--- config.mk ---
export PLATFORM = sky130hd
export DESIGN_NAME = fb_arbiter
export DESIGN_NICKNAME = d
export VERILOG_FILES = /design/src/rtl/fb_arbiter.sv
export SDC_FILE = /design/constraint.sdc
export NUM_CORES = 1
export LEC_CHECK = 0
export ABC_CLOCK_PERIOD_IN_PS = 3600
export CAP_MARGIN = 20
export CORE_ASPECT_RATIO = 0.8
export CORE_MARGIN = 8
export CORE_UTILIZATION = 48
export CTS_BUF_LIST = sky130_fd_sc_hd__clkbuf_8
export DETAILED_ROUTE_END_ITERATION = 7
export PLACE_DENSITY = 0.88
export SLEW_MARGIN = 10
export SYNTH_ARGS = -nofsm -noshare
export SYNTH_HDL_FRONTEND = slang
export SYNTH_SLANG_ARGS = --single-unit
--- constraint.sdc ---
create_clock -name clk_100m -period 3.6 [get_ports clk_100m]
set_input_delay 0.72 -clock clk_100m [delete_from_list [all_inputs] [get_ports clk_100m]]
set_output_delay 0.72 -clock clk_100m [all_outputs]
set_load 0.02 [all_outputs]
--- src/rtl/fb_arbiter.sv ---
// Frame-buffer port arbiter: shares one single-port synchronous RAM between the
// pixel-slot read pipeline (always wins) and a held-request game-logic writer.
module fb_arbiter #(
    parameter int H_RES  = 160,
    parameter int V_RES  = 120,
    parameter int ADDR_W = 15
) (
    input  logic              clk_100m,
    input  logic              rst,
    input  logic              pix_tick,
    input  logic [7:0]        rd_x,
    input  logic [6:0]        rd_y,
    input  logic              rd_active,
    output logic [7:0]        rd_data,
    output logic              rd_valid,
    input  logic              wr_req,
    input  logic [ADDR_W-1:0] wr_addr,
    input  logic [7:0]        wr_data,
    output logic              wr_ack,
    output logic [ADDR_W-1:0] mem_addr,
    output logic              mem_we,
    output logic [7:0]        mem_wdata,
    input  logic [7:0]        mem_rdata,
    output logic              overrun,
    output logic [1:0]        rd_state
);

    // Handshakes: wr_req is level-held by the writer until it sees the one-cycle
    // wr_ack (performed or dropped); rd_valid is a one-cycle strobe with no back-pressure.
    typedef enum logic [1:0] {
        IDLE    = 2'd0,
        ISSUE   = 2'd1,
        WAIT    = 2'd2,
        DELIVER = 2'd3
    } rd_state_t;

    localparam logic [31:0] FB_SIZE = 32'(H_RES * V_RES);

    rd_state_t         state;
    logic              blank;
    logic [ADDR_W-1:0] rd_lin;
    logic              rd_vis;
    logic              tick_ok;
    logic              rd_go;
    logic              wr_go;
    logic              wr_in_range;

    generate
        if (H_RES == 160) begin : g_shift_add
            assign rd_lin = (ADDR_W'(rd_y) << 7) + (ADDR_W'(rd_y) << 5) + ADDR_W'(rd_x);
        end else begin : g_generic
            assign rd_lin = ADDR_W'(32'(rd_y) * 32'(H_RES) + 32'(rd_x));
        end
    endgenerate

    // Off-screen coordinates behave exactly like a blanking slot.
    assign rd_vis      = rd_active && (32'(rd_x) < 32'(H_RES)) && (32'(rd_y) < 32'(V_RES));
    assign tick_ok     = pix_tick && ((state == IDLE) || (state == DELIVER));
    assign rd_go       = tick_ok && rd_vis;
    assign wr_go       = !rd_go && wr_req && !wr_ack;
    assign wr_in_range = 32'(wr_addr) < FB_SIZE;
    assign rd_state    = state;

    always_ff @(posedge clk_100m or posedge rst) begin
        if (rst) begin
            state     <= IDLE;
            blank     <= 1'b0;
            rd_data   <= 8'h00;
            rd_valid  <= 1'b0;
            wr_ack    <= 1'b0;
            mem_addr  <= '0;
            mem_we    <= 1'b0;
            mem_wdata <= 8'h00;
            overrun   <= 1'b0;
        end else begin
            rd_valid <= 1'b0;
            wr_ack   <= 1'b0;
            mem_we   <= 1'b0;

            if (pix_tick && ((state == ISSUE) || (state == WAIT))) begin
                overrun <= 1'b1;
            end

            // Memory port: read issue beats a write grant; a dropped write only acks.
            if (rd_go) begin
                mem_addr <= rd_lin;
            end else if (wr_go) begin
                wr_ack <= 1'b1;
                if (wr_in_range) begin
                    mem_we    <= 1'b1;
                    mem_addr  <= wr_addr;
                    mem_wdata <= wr_data;
                end
            end

            case (state)
                IDLE: begin
                    if (tick_ok) begin
                        state <= ISSUE;
                        blank <= !rd_vis;
                    end
                end
                ISSUE: begin
                    state <= WAIT;
                end
                WAIT: begin
                    // RAM output here reflects the address presented in ISSUE.
                    rd_data  <= blank ? 8'h00 : mem_rdata;
                    rd_valid <= 1'b1;
                    state    <= DELIVER;
                end
                DELIVER: begin
                    if (tick_ok) begin
                        state <= ISSUE;
                        blank <= !rd_vis;
                    end else begin
                        state <= IDLE;
                    end
                end
                default: state <= IDLE;
            endcase
        end
    end

endmodule

# After elaboration in Yosys (flattened, before gate mapping)
# Index checks and enable logic that the tools add are counted.
# totals
rom_bits	0
output_inout_bits	37
mem_count	0
mem_bits_rw	0
ff_bits	38
latchBits	0
input_bits	51
# classes
eq_ne	4
reduce_logical	19
n_shift	0
bitwise_logic	1
multipliers	0
muxes	13
div	0
n_lt_le_gt_ge	3
add_sub_neg	2
# op_table
op	n
15-bit two-way mux	3
14-bit by 12-bit adder with 15-bit output	1
15-bit by 8-bit adder with 15-bit output	1
15-bit < comparator, second input constant	1
8-bit < comparator, second input constant	1
8-bit two-way mux	1
2-bit case mux with 4 select lines	1
1-bit logical AND	7
7-bit < comparator, second input constant	1
1-bit two-way mux	7
2-bit == test, second input constant	2
2-bit AND reduction	2
2-bit nonzero test	2
1-bit zero test	3
3-bit AND reduction	1
2-bit by 1-bit == test with 1-bit output, second input constant	1
2-bit zero test	1
1-bit logical OR	2
2-bit two-way mux	1
2-bit != test, second input constant	1
2-bit OR reduction	1
1-bit inverter	1

# Depth between registers and ports, before layout
# Gate-level depths: netlist (run 1).
# depth
ltp_word	9
ltp_mapped	8
ltp_nobuf	8

# Least setup slack after synthesis (run 1)
# Ideal clock, no wire load.
# synth_timing
path_type	input to register
from	input port rd_x[7]
to	register mem_addr[12]
slack_ns	0.913
setup_ns	0.087
path_buffers	0
t_required_ns	3.513
path_stages	8
t_arrival_ns	2.600
path_cell_list	inv_1 -> fa_1 -> inv_1 -> fa_1 -> a211oi_1 -> o21ai_0 -> and4_1 -> a211oi_2
# synth_between
elab_chain_len	9
word_cells_on_any_way	12
classes_between	1 x add/sub; 1 x order compare; 1 x mux; 9 x reduce/logical
# synth_lines
element	line_no	text
start, declared	11	input logic [7:0] rd_x,
8-bit < comparator	57	assign rd_vis = rd_active && (32'(rd_x) < 32'(H_RES)) && (32'(rd_y) < 32'(V_RES));
1-bit logical AND (2 in series)	57	
1-bit logical AND	59	assign rd_go = tick_ok && rd_vis;
1-bit zero test	60	assign wr_go = !rd_go && wr_req && !wr_ack;
1-bit logical AND (2 in series)	60	
2-bit nonzero test (no source line)	-	
2-bit AND reduction (no source line)	-	
end signal, assigned	86	mem_addr <= rd_lin;
end signal, assigned	91	mem_addr <= wr_addr;
end, declared	20	output logic [ADDR_W-1:0] mem_addr,
# Several ways; a longest one is shown, not always the timed one.
# A chain may end at the register's enable or synchronous reset.

# Worst setup path in the final report (run 1)
# Ends and elaborated chain as after synthesis.

==> results by stage, run 1 <==
Worst hold path:
- The path with the worst hold slack has its endpoint at overrun.
- The min-delay analysis places its worst path in the category flip-flop to flip-flop.
- The worst hold path startpoint is overrun.
- Along the worst hold path, the cell count comes to 1.

Yosys:
- In the post-synthesis netlist, the biggest area contributors are dfrtp_1 43%, ha_1 9.6%, mux2i_1 5.4%, mux2_4 5.4%, o21ai_0 4.3%.
- The post-synthesis area per instance is 10.5 µm².
- The post-synthesis sequential area ratio is 43.0%.
- In this run the biggest area consumer among cell types represents 43.0% of the synthesized area.
- The flip-flop and latch count after synthesis is 38.
- The cell area after synthesis is 2210 µm².
- The cell count after synthesis is 210.
- The number of nets produced by synthesis is 280.
- Of all cell types, the one taking the most synthesized area is dfrtp_1.
- The Yosys step of the flow raised 0 warnings.
- Synthesis instantiated 40 different standard cells from the library.

Clock tree:
- The clock tree root buffer cell is clkbuf_8.
- The number of setup buffers added after CTS is 0.
- Gates resized during post-CTS repair numbered 0.
- The clock-pin slew reported for the worst setup and hold paths after clock tree synthesis is 0.08 ns.
- The H-tree was split into 2 levels.
- After clock tree synthesis, the flow added hold-fix buffers numbering 0.
- The latest clock arrival within the worst-skew pair is 0.29 ns.
- CTS saw 38 sinks.
- TritonCTS built the clock tree.
- TritonCTS created 5 clock buffers.
- The deepest clock path buffer count is 2.

Critical path:
- The family with the most delay on the worst path is adder cells.
- For flop-to-flop paths, the worst setup slack is 1.36 ns.
- The cell at the slowest stage of the critical path is fa_1.
- The worst setup path is launched from a primary input.
- Along the worst path, the maximum fanout reaches 3.
- The data arrival time of the worst path is 3.23 ns.
- Counting both buffers and inverters, the worst setup path holds a total of 3.
- For the worst setup path, the data required time is 3.80 ns.
- The depth of the worst register-to-register path is 6.
- The kind of critical path is primary input to flip-flop.
- The delay contributed by the slowest stage of the critical path is 0.53 ns.
- The launch instance of the worst register-to-register path is rd_state[0].
- Walking the worst path, the cells encountered are clkdlybuf4s50_1 -> inv_1 -> fa_1 -> inv_1 -> fa_1 -> a211oi_1 -> o21ai_0 -> and4_1 -> a211oi_2.
- The worst setup path is captured at a flip-flop.
- The worst register-to-register path ends at mem_wdata[6].

Drt:
- The total iterations of the first detailed-routing run is 6.
- The number of remaining DRC errors is 0.
- Dividing the detail-routed wire length by the instance count gives 15.6 µm.
- The number of DRC markers in iteration 0 is 66.
- The routed wire length is 5650 µm.
- After detailed routing, the number of vias per cell comes to 5.24.
- The detailed-route via count is 1896.
- The detail route stage leaves a number of antenna-violating nets equal to 0.

Global routing:
- The met1 track utilization from global routing is 19.5%.
- The overall overflow remaining after global route is 0.
- The global-route met2 utilization is 27.7%.
- The busiest layer in global routing is met2.
- The first global-routing pass estimated 9460 µm of wire.
- The via count of the first global-routing pass is 1921.
- For met3 alone, demand over resource in global routing was 3.50%.
- For this run, the total global-route usage over all layers was measured as 16.3%.
- The maximum number of pins on one net before global-route repair is 31.
- The initial antenna violation count is 0.

Floorplanning:
- After floorplanning, the core was sized to cover 4510 µm².
- The starting density of the core is 49.0%.
- During I/O placement, the number of pins put on the boundary was 88.
- The chip height is 76.7 µm.
- Measured along the x axis, the die boundary spans 91.9 µm.
- The initialized floorplan defines 22 standard-cell rows.
- The die outline area is 7050 µm².

Layout:
- The total of fill cells in the finished design is 342.
- The area added between synthesis and finish is 46.0%.
- Of the cells placed in the final design, the portion with a size suffix greater than 1 is 8.61%.
- The repair_antennas step left the layout with diodes totalling 0.
- The count of non-filler cells in the finished layout is 362.
- The final net count is 371.

Pwr:
- In this run the static leakage power is 1.46 nW.
- The cell area power density is 655 nW/µm².
- The highest ir drop seen on vdd is 353 µV.

STA:
- The final count of hold timing violations is 0.
- The accumulated negative setup slack is 0 ns.
- Static timing analysis puts the maximum clock frequency at 0.331 GHz.
- Of the available clock period, the critical path in the final layout requires 84.0%.
- The maximum clock skew at final layout is 0.00844 ns.
- The final critical delay including setup and external delays is 3.03 ns.
- The number of slew-limit violations in the final report is 0.
- The pin slew with the least headroom to its limit is 0.543 ns.
- The worst slew margin relative to its limit is 63.7%.
- The final setup violation count is 0.
- Setup repair after global routing left no endpoint under its margin.
- The tightest hold margin is 0.466 ns.

Flow run:
- The tool flagged a number of max-cap violations equal to 0.

Place:
- Detailed placement ended at an HPWL of 4660 µm.
- In this run the tool buffered the top-level ports with 87 buffer cells.
- After detailed placement, the design holds a cell count of 354.
- The congestion estimate from routability-driven global placement came to 0.847.

Run status:
- The flow ran to the end, and the final reports show no timing, DRC or antenna violations.
==> cells in the final DEF, fill, tap and decap left out, types with 5 or more instances in the layout <==
cell             netlist  final
mux2i_1               12     12
clkdlybuf4s50_1        0     87
inv_1                 18     18
nor2_1                 6      6
o21ai_1                8      8
nand2_1               22     22
dfrtp_1               38     38
clkbuf_8               0      6
mux2_4                 8      8
a21o_1                 5      5
ha_1                  17     17
a211oi_1               7      7
o21ai_0               19     19
nor3_1                 5      5
==> final cells by class <==
cell class                 count  area [µm²]  share of cell area (%)
multi-input combinational    148        1150                    35.5
sequential                    38         951                    29.5
tap                           60        75.1                    2.33
inverter                      18        67.6                    2.09
clock inverter                 2        12.5                   0.388
timing repair buffer          90         893                    27.7
clock buffer                   6        82.6                    2.56
==> per-stage QoR <==
step           setup WS, ns  utilization (%)  cell area [µm²]  power (mW)
3_5_place_dp          0.253             69.4             3130        1.83
2_1_floorplan         0.913                -             2210        1.31
4_1_cts               0.554             71.5             3230        2.14
5_1_grt               0.386             71.5             3230        2.25
6_report              0.574             71.5             3230        2.11
3_3_place_gp          0.356             69.4             3130        1.80
==> state kept, by name, summed over array words and instances, names as in the netlist <==
| name | count |
|---|---|
| mem_addr | 15 |
| mem_wdata | 8 |
| rd_data | 8 |
| rd_state | 2 |
| blank | 1 |
| mem_we | 1 |
| overrun | 1 |
| rd_valid | 1 |
| wr_ack | 1 |
==> synthesized netlist by cell type <==
cell type and n:
dfrtp_1 38, nand2_1 22, o21ai_0 19, inv_1 18
ha_1 17, mux2i_1 12, mux2_4 8, o21ai_1 8
a211oi_1 7, nor2_1 6, a21o_1 5, nor3_1 5
nand4_1 4, and2_1 3, a2111oi_0 2, a211oi_2 2
a21oi_1 2, and4_1 2, buf_4 2, buf_6 2
fa_1 2, nand3_1 2, nor2b_1 2, o21a_1 2
o22ai_1 2, or2_2 2, a211o_1 1, a221o_1 1
and3_4 1, and3b_1 1, and4bb_2 1, buf_2 1
clkbuf_1 1, nand2b_1 1, nor2_8 1, o211a_1 1
o211ai_1 1, o221ai_1 1, o311ai_1 1, xor2_1 1
==> per-layer routing <==
metal | part of all wire, % | vias up | wire, µm
li1 | - | 937 | -
met2 | 49 | 69 | 2780
met4 | 1.5 | 0 | 82
met3 | 5.7 | 7 | 320
met1 | 44 | 883 | 2470
met5 | 0 | - | 0
==> logic make-up (layout without fill, tap and decap cells) <==
group           Yosys count  count (layout)  share of synthesized area [%]
fa+ha+maj                19              19                           11.4
flops                    38              38                           43.0
buf+inv                  24             116                           5.15
compound gates           55              55                           16.2
simple gates             53              53                           12.9
mux                      20              20                           10.9
xor+xnor                  1               1                          0.396
==> power by group <==
| part | internal [mW] | switching [mW] | total (mW) | leakage, nW |
|---|---|---|---|---|
| Combinational | 0.549 | 0.566 | 1.11 | 0.945 |
| Clock | 0.154 | 0.145 | 0.298 | 0.0472 |
| Sequential | 0.604 | 0.0971 | 0.701 | 0.464 |
| Total | 1.31 | 0.807 | 2.11 | 1.46 |
==> worst register-to-register path: cells and delay by family (launching register included) <==
kind	cells	cell delay, ns
mux	1	0.32
simple gates	3	0.93
flops	1	0.41
fa+ha+maj	1	0.35
buf+inv	1	0.11
==> worst max path at each step <==
stage	from	end	slack, ns	cells after the start
finish	rd_x[7]	mem_addr[12]	0.57	9
detailed placement	rd_x[7]	mem_addr[12]	0.25	9
CTS	rd_x[7]	mem_addr[12]	0.55	9
floorplan	rd_x[7]	mem_addr[12]	0.91	8
global placement	rd_x[7]	mem_addr[12]	0.36	9
global route	rd_x[7]	mem_addr[12]	0.39	9
Power figures use the tool's default switching activity.
==> run 2, diff against run 1 <==
--- a/config.mk
+++ b/config.mk
@@ -5,14 +5,14 @@
 export SDC_FILE = /design/constraint.sdc
 export NUM_CORES = 1
 export LEC_CHECK = 0
-export ABC_CLOCK_PERIOD_IN_PS = 3600
+export ABC_CLOCK_PERIOD_IN_PS = 2700
 export CAP_MARGIN = 20
 export CORE_ASPECT_RATIO = 0.8
 export CORE_MARGIN = 8
-export CORE_UTILIZATION = 48
+export CORE_UTILIZATION = 41
 export CTS_BUF_LIST = sky130_fd_sc_hd__clkbuf_8
 export DETAILED_ROUTE_END_ITERATION = 7
-export PLACE_DENSITY = 0.88
+export PLACE_DENSITY = 0.8
 export SLEW_MARGIN = 10
 export SYNTH_ARGS = -nofsm -noshare
 export SYNTH_HDL_FRONTEND = slang
==> constraint.sdc (replaced) <==
create_clock -name clk_100m -period 2.7 [get_ports clk_100m]
set_input_delay 0.54 -clock clk_100m [delete_from_list [all_inputs] [get_ports clk_100m]]
set_output_delay 0.54 -clock clk_100m [all_outputs]
set_load 0.02 [all_outputs]
==> results by stage, run 2 (synthesis results as in run 1) <==
Run status:
- The flow ran to the end, and the final reports show no timing, DRC or antenna violations.

Drt:
- The average vias per placed instance is 5.07 (-3.3%).
- The total iterations of the first detailed-routing run is 4 (-2).
- The number of DRC markers in iteration 0 came to 81 (+23%).
- The routed wire length is 6090 µm (+7.7%).
- The number of remaining DRC errors is 0 (unchanged).
- The post-detailed-route wirelength per cell came to 16.3 µm (+4.6%).
- The final antenna-violating net count is 0 (unchanged).
- The detailed-route via count is 1890 (-0.32%).

STA:
- The maximum clock skew at final layout is 0.0108 ns (+0.00240 ns).
- The final setup violation count is 0 (unchanged).
- The final critical delay including setup and external delays is 2.57 ns.
- The post-layout worst setup margin is 0.130 ns (-0.444 ns).
- The pin slew with the least headroom to its limit is 0.574 ns (+0.0303 ns).
- The final count of hold timing violations is 0 (unchanged).
- Timing would allow up to 0.389 GHz.
- The accumulated negative setup slack came to 0 ns (unchanged).
- The number of slew-limit violations in the final report is 0 (unchanged).
- The worst slew margin relative to its limit is 61.7% (-2.0 points).
- The final critical-path share of the clock period is 95.2%.
- The tightest hold margin is 0.460 ns (-0.00528 ns).

Critical path:
- The depth of the worst register-to-register path is 6 (unchanged).
- The critical-path maximum fanout is 3 (unchanged).
- The launch instance of the worst register-to-register path is rd_state[0].
- The critical path starts at rd_x[7].
- The worst setup slack for register-to-register paths was 0.56 ns (-0.80 ns).
- The kind of capture point of the worst setup path is a flip-flop.
- The data arrival time of the worst path was 2.77 ns (-0.46 ns).
- The required time at the worst-slack endpoint is 2.90 ns (-0.90 ns).
- The kind of critical path is primary input to flip-flop.
- In this run the worst setup path terminates at mem_addr[12].
- The worst register-to-register path ends at mem_wdata[5].
- STA classifies the critical path startpoint as a primary input.

Layout:
- The count of non-filler cells in the finished layout was 373 (+3.0%).
- The fraction of layout instances using a drive strength above 1 is 13.3% (+4.7 points).
- The final net count was 377 (+1.6%).
- Counting flops per register, the top entry is mem_addr.
- The library cells used most frequently in the layout, excluding fill and tap cells, are 87 x clkdlybuf4s50_1, 38 x dfrtp_1, 22 x nand2_1.
- The area added between synthesis and finish is 50.8%.
- The total inserted antenna cells is 0 (unchanged).
- The library cell used most frequently in the layout, excluding fill and tap cells, is clkdlybuf4s50_1.
- The cell area after layout came to 3330 µm² (+3.3%).
- The final core utilization came to 62.7% (-8.8 points).
- In the final layout, the registers with the most flip-flops are mem_addr x15, mem_wdata x8, rd_data x8.
- The number of flip-flops in the largest register is 15 (unchanged).

Clock tree:
- The count of clock tree sinks was 38 (unchanged).
- The maximum level of the CTS H-tree was 2 (unchanged).
- The clock tree from TritonCTS is built.
- The CTS buffer count was 5 (unchanged).
- The clock tree root buffer cell is clkbuf_8.
- The post-CTS setup buffer count is 0 (unchanged).
- The latest clock arrival within the worst-skew pair is 0.29 ns (about the same).
- The deepest clock path buffer count is 2 (unchanged).
- The clock-pin slew reported for the worst setup and hold paths after clock tree synthesis is 0.08 ns (about the same).

Place:
- The placed wire-length estimate after detailed placement is 4730 µm (+1.5%).
- The instance area after placement is 3180 µm² (+1.6%).
- The number of port buffers came to 87 (unchanged).
- The worst setup slack after placement is -0.417 ns (-0.670 ns).
- The placer's final routability congestion estimate is 0.768 (-9.4%).
- The number of instances in the placed design is 365 (+3.1%).

Floorplanning:
- The die extent in x came to 98.1 µm (+6.8%).
- The top-level I/O count is 88 (unchanged).
- The placement row count is 24 (+9.1%).
- The chip height was 81.7 µm (+6.5%).
- The die outline area is 8010 µm² (+14%).
- The starting density of the core is 41.6% (-7.4 points).
- The placeable core region is 5320 µm² (+18%).

Flow run:
- The count of max-cap constraint violations came to 0 (unchanged).

Global routing:
- The maximum number of pins on one net before global-route repair was 39 (+26%).
- The via count of the first global-routing pass is 1973 (+2.7%).
- The initial antenna violation count is 0 (unchanged).
- The overall overflow remaining after global route came to 0 (unchanged).
- The global-route wire length before repair was 9690 µm (+2.4%).
- The global routing usage summed across all routing layers is 15.0% (-1.2 points).

Pwr:
- The cell area power density is 862 nW/µm² (+32%).
- The total power came to 2.88 mW (+36%).
- The static leakage is 1.49 nW (+2.7%).
- The highest ir drop seen on vdd came to 423 µV (+20%).

Worst hold path:
- The type of the worst min-delay path is flip-flop to flip-flop.
run 2: worst min path at each step:
stage / start / to / slack [ns] / depth (start not counted)
finish: overrun / overrun / 0.46 / 1
global route: overrun / overrun / 0.48 / 1
CTS: overrun / overrun / 0.46 / 1
detailed placement: overrun / overrun / 0.45 / 1
global placement: overrun / overrun / 0.44 / 1
floorplan: blank / blank / 0.47 / 2
run 2: area by class of cell:
class,count,area (µm²)
clock buffers,6,82.6
multi-input cells,148,1200
flip-flops and latches,38,951
clock inverters,2,12.5
inverters,18,67.6
repair buffers,96,938
well taps,65,81.3
fillers,435,1980
run 2: repair_timing:
action | 4_1_cts | 5_1_grt
pin swaps | 2 | 9
hold buffers | 0 | 0
endpoints found under the setup margin | 2 | 3
resized for setup | 3 | 9
run 2: report_power, final:
| group | internal (mW) | total, mW | switching, mW |
|---|---|---|---|
| combinational | 0.756 | 1.52 | 0.768 |
| clock | 0.205 | 0.407 | 0.202 |
| sequential | 0.805 | 0.945 | 0.139 |
| total | 1.77 | 2.88 | 1.11 |
run 2: critical path, cell delays in order:
cell and delay (ns):
clkdlybuf4s50_1 0.47, inv_1 0.06, fa_1 0.52, inv_1 0.06, fa_2 0.37, a211oi_4 0.27
o21ai_2 0.11, and4_1 0.21, a211oi_2 0.15
run 2: routing by layer:
layer  vias up  wire, µm  global-route usage, %
met3         7       225                   2.54
li1        949         -                      -
met5         -         0                      0
met2        51      3000                   26.3
met4         0        94                   6.67
met1       883      2770                   18.2
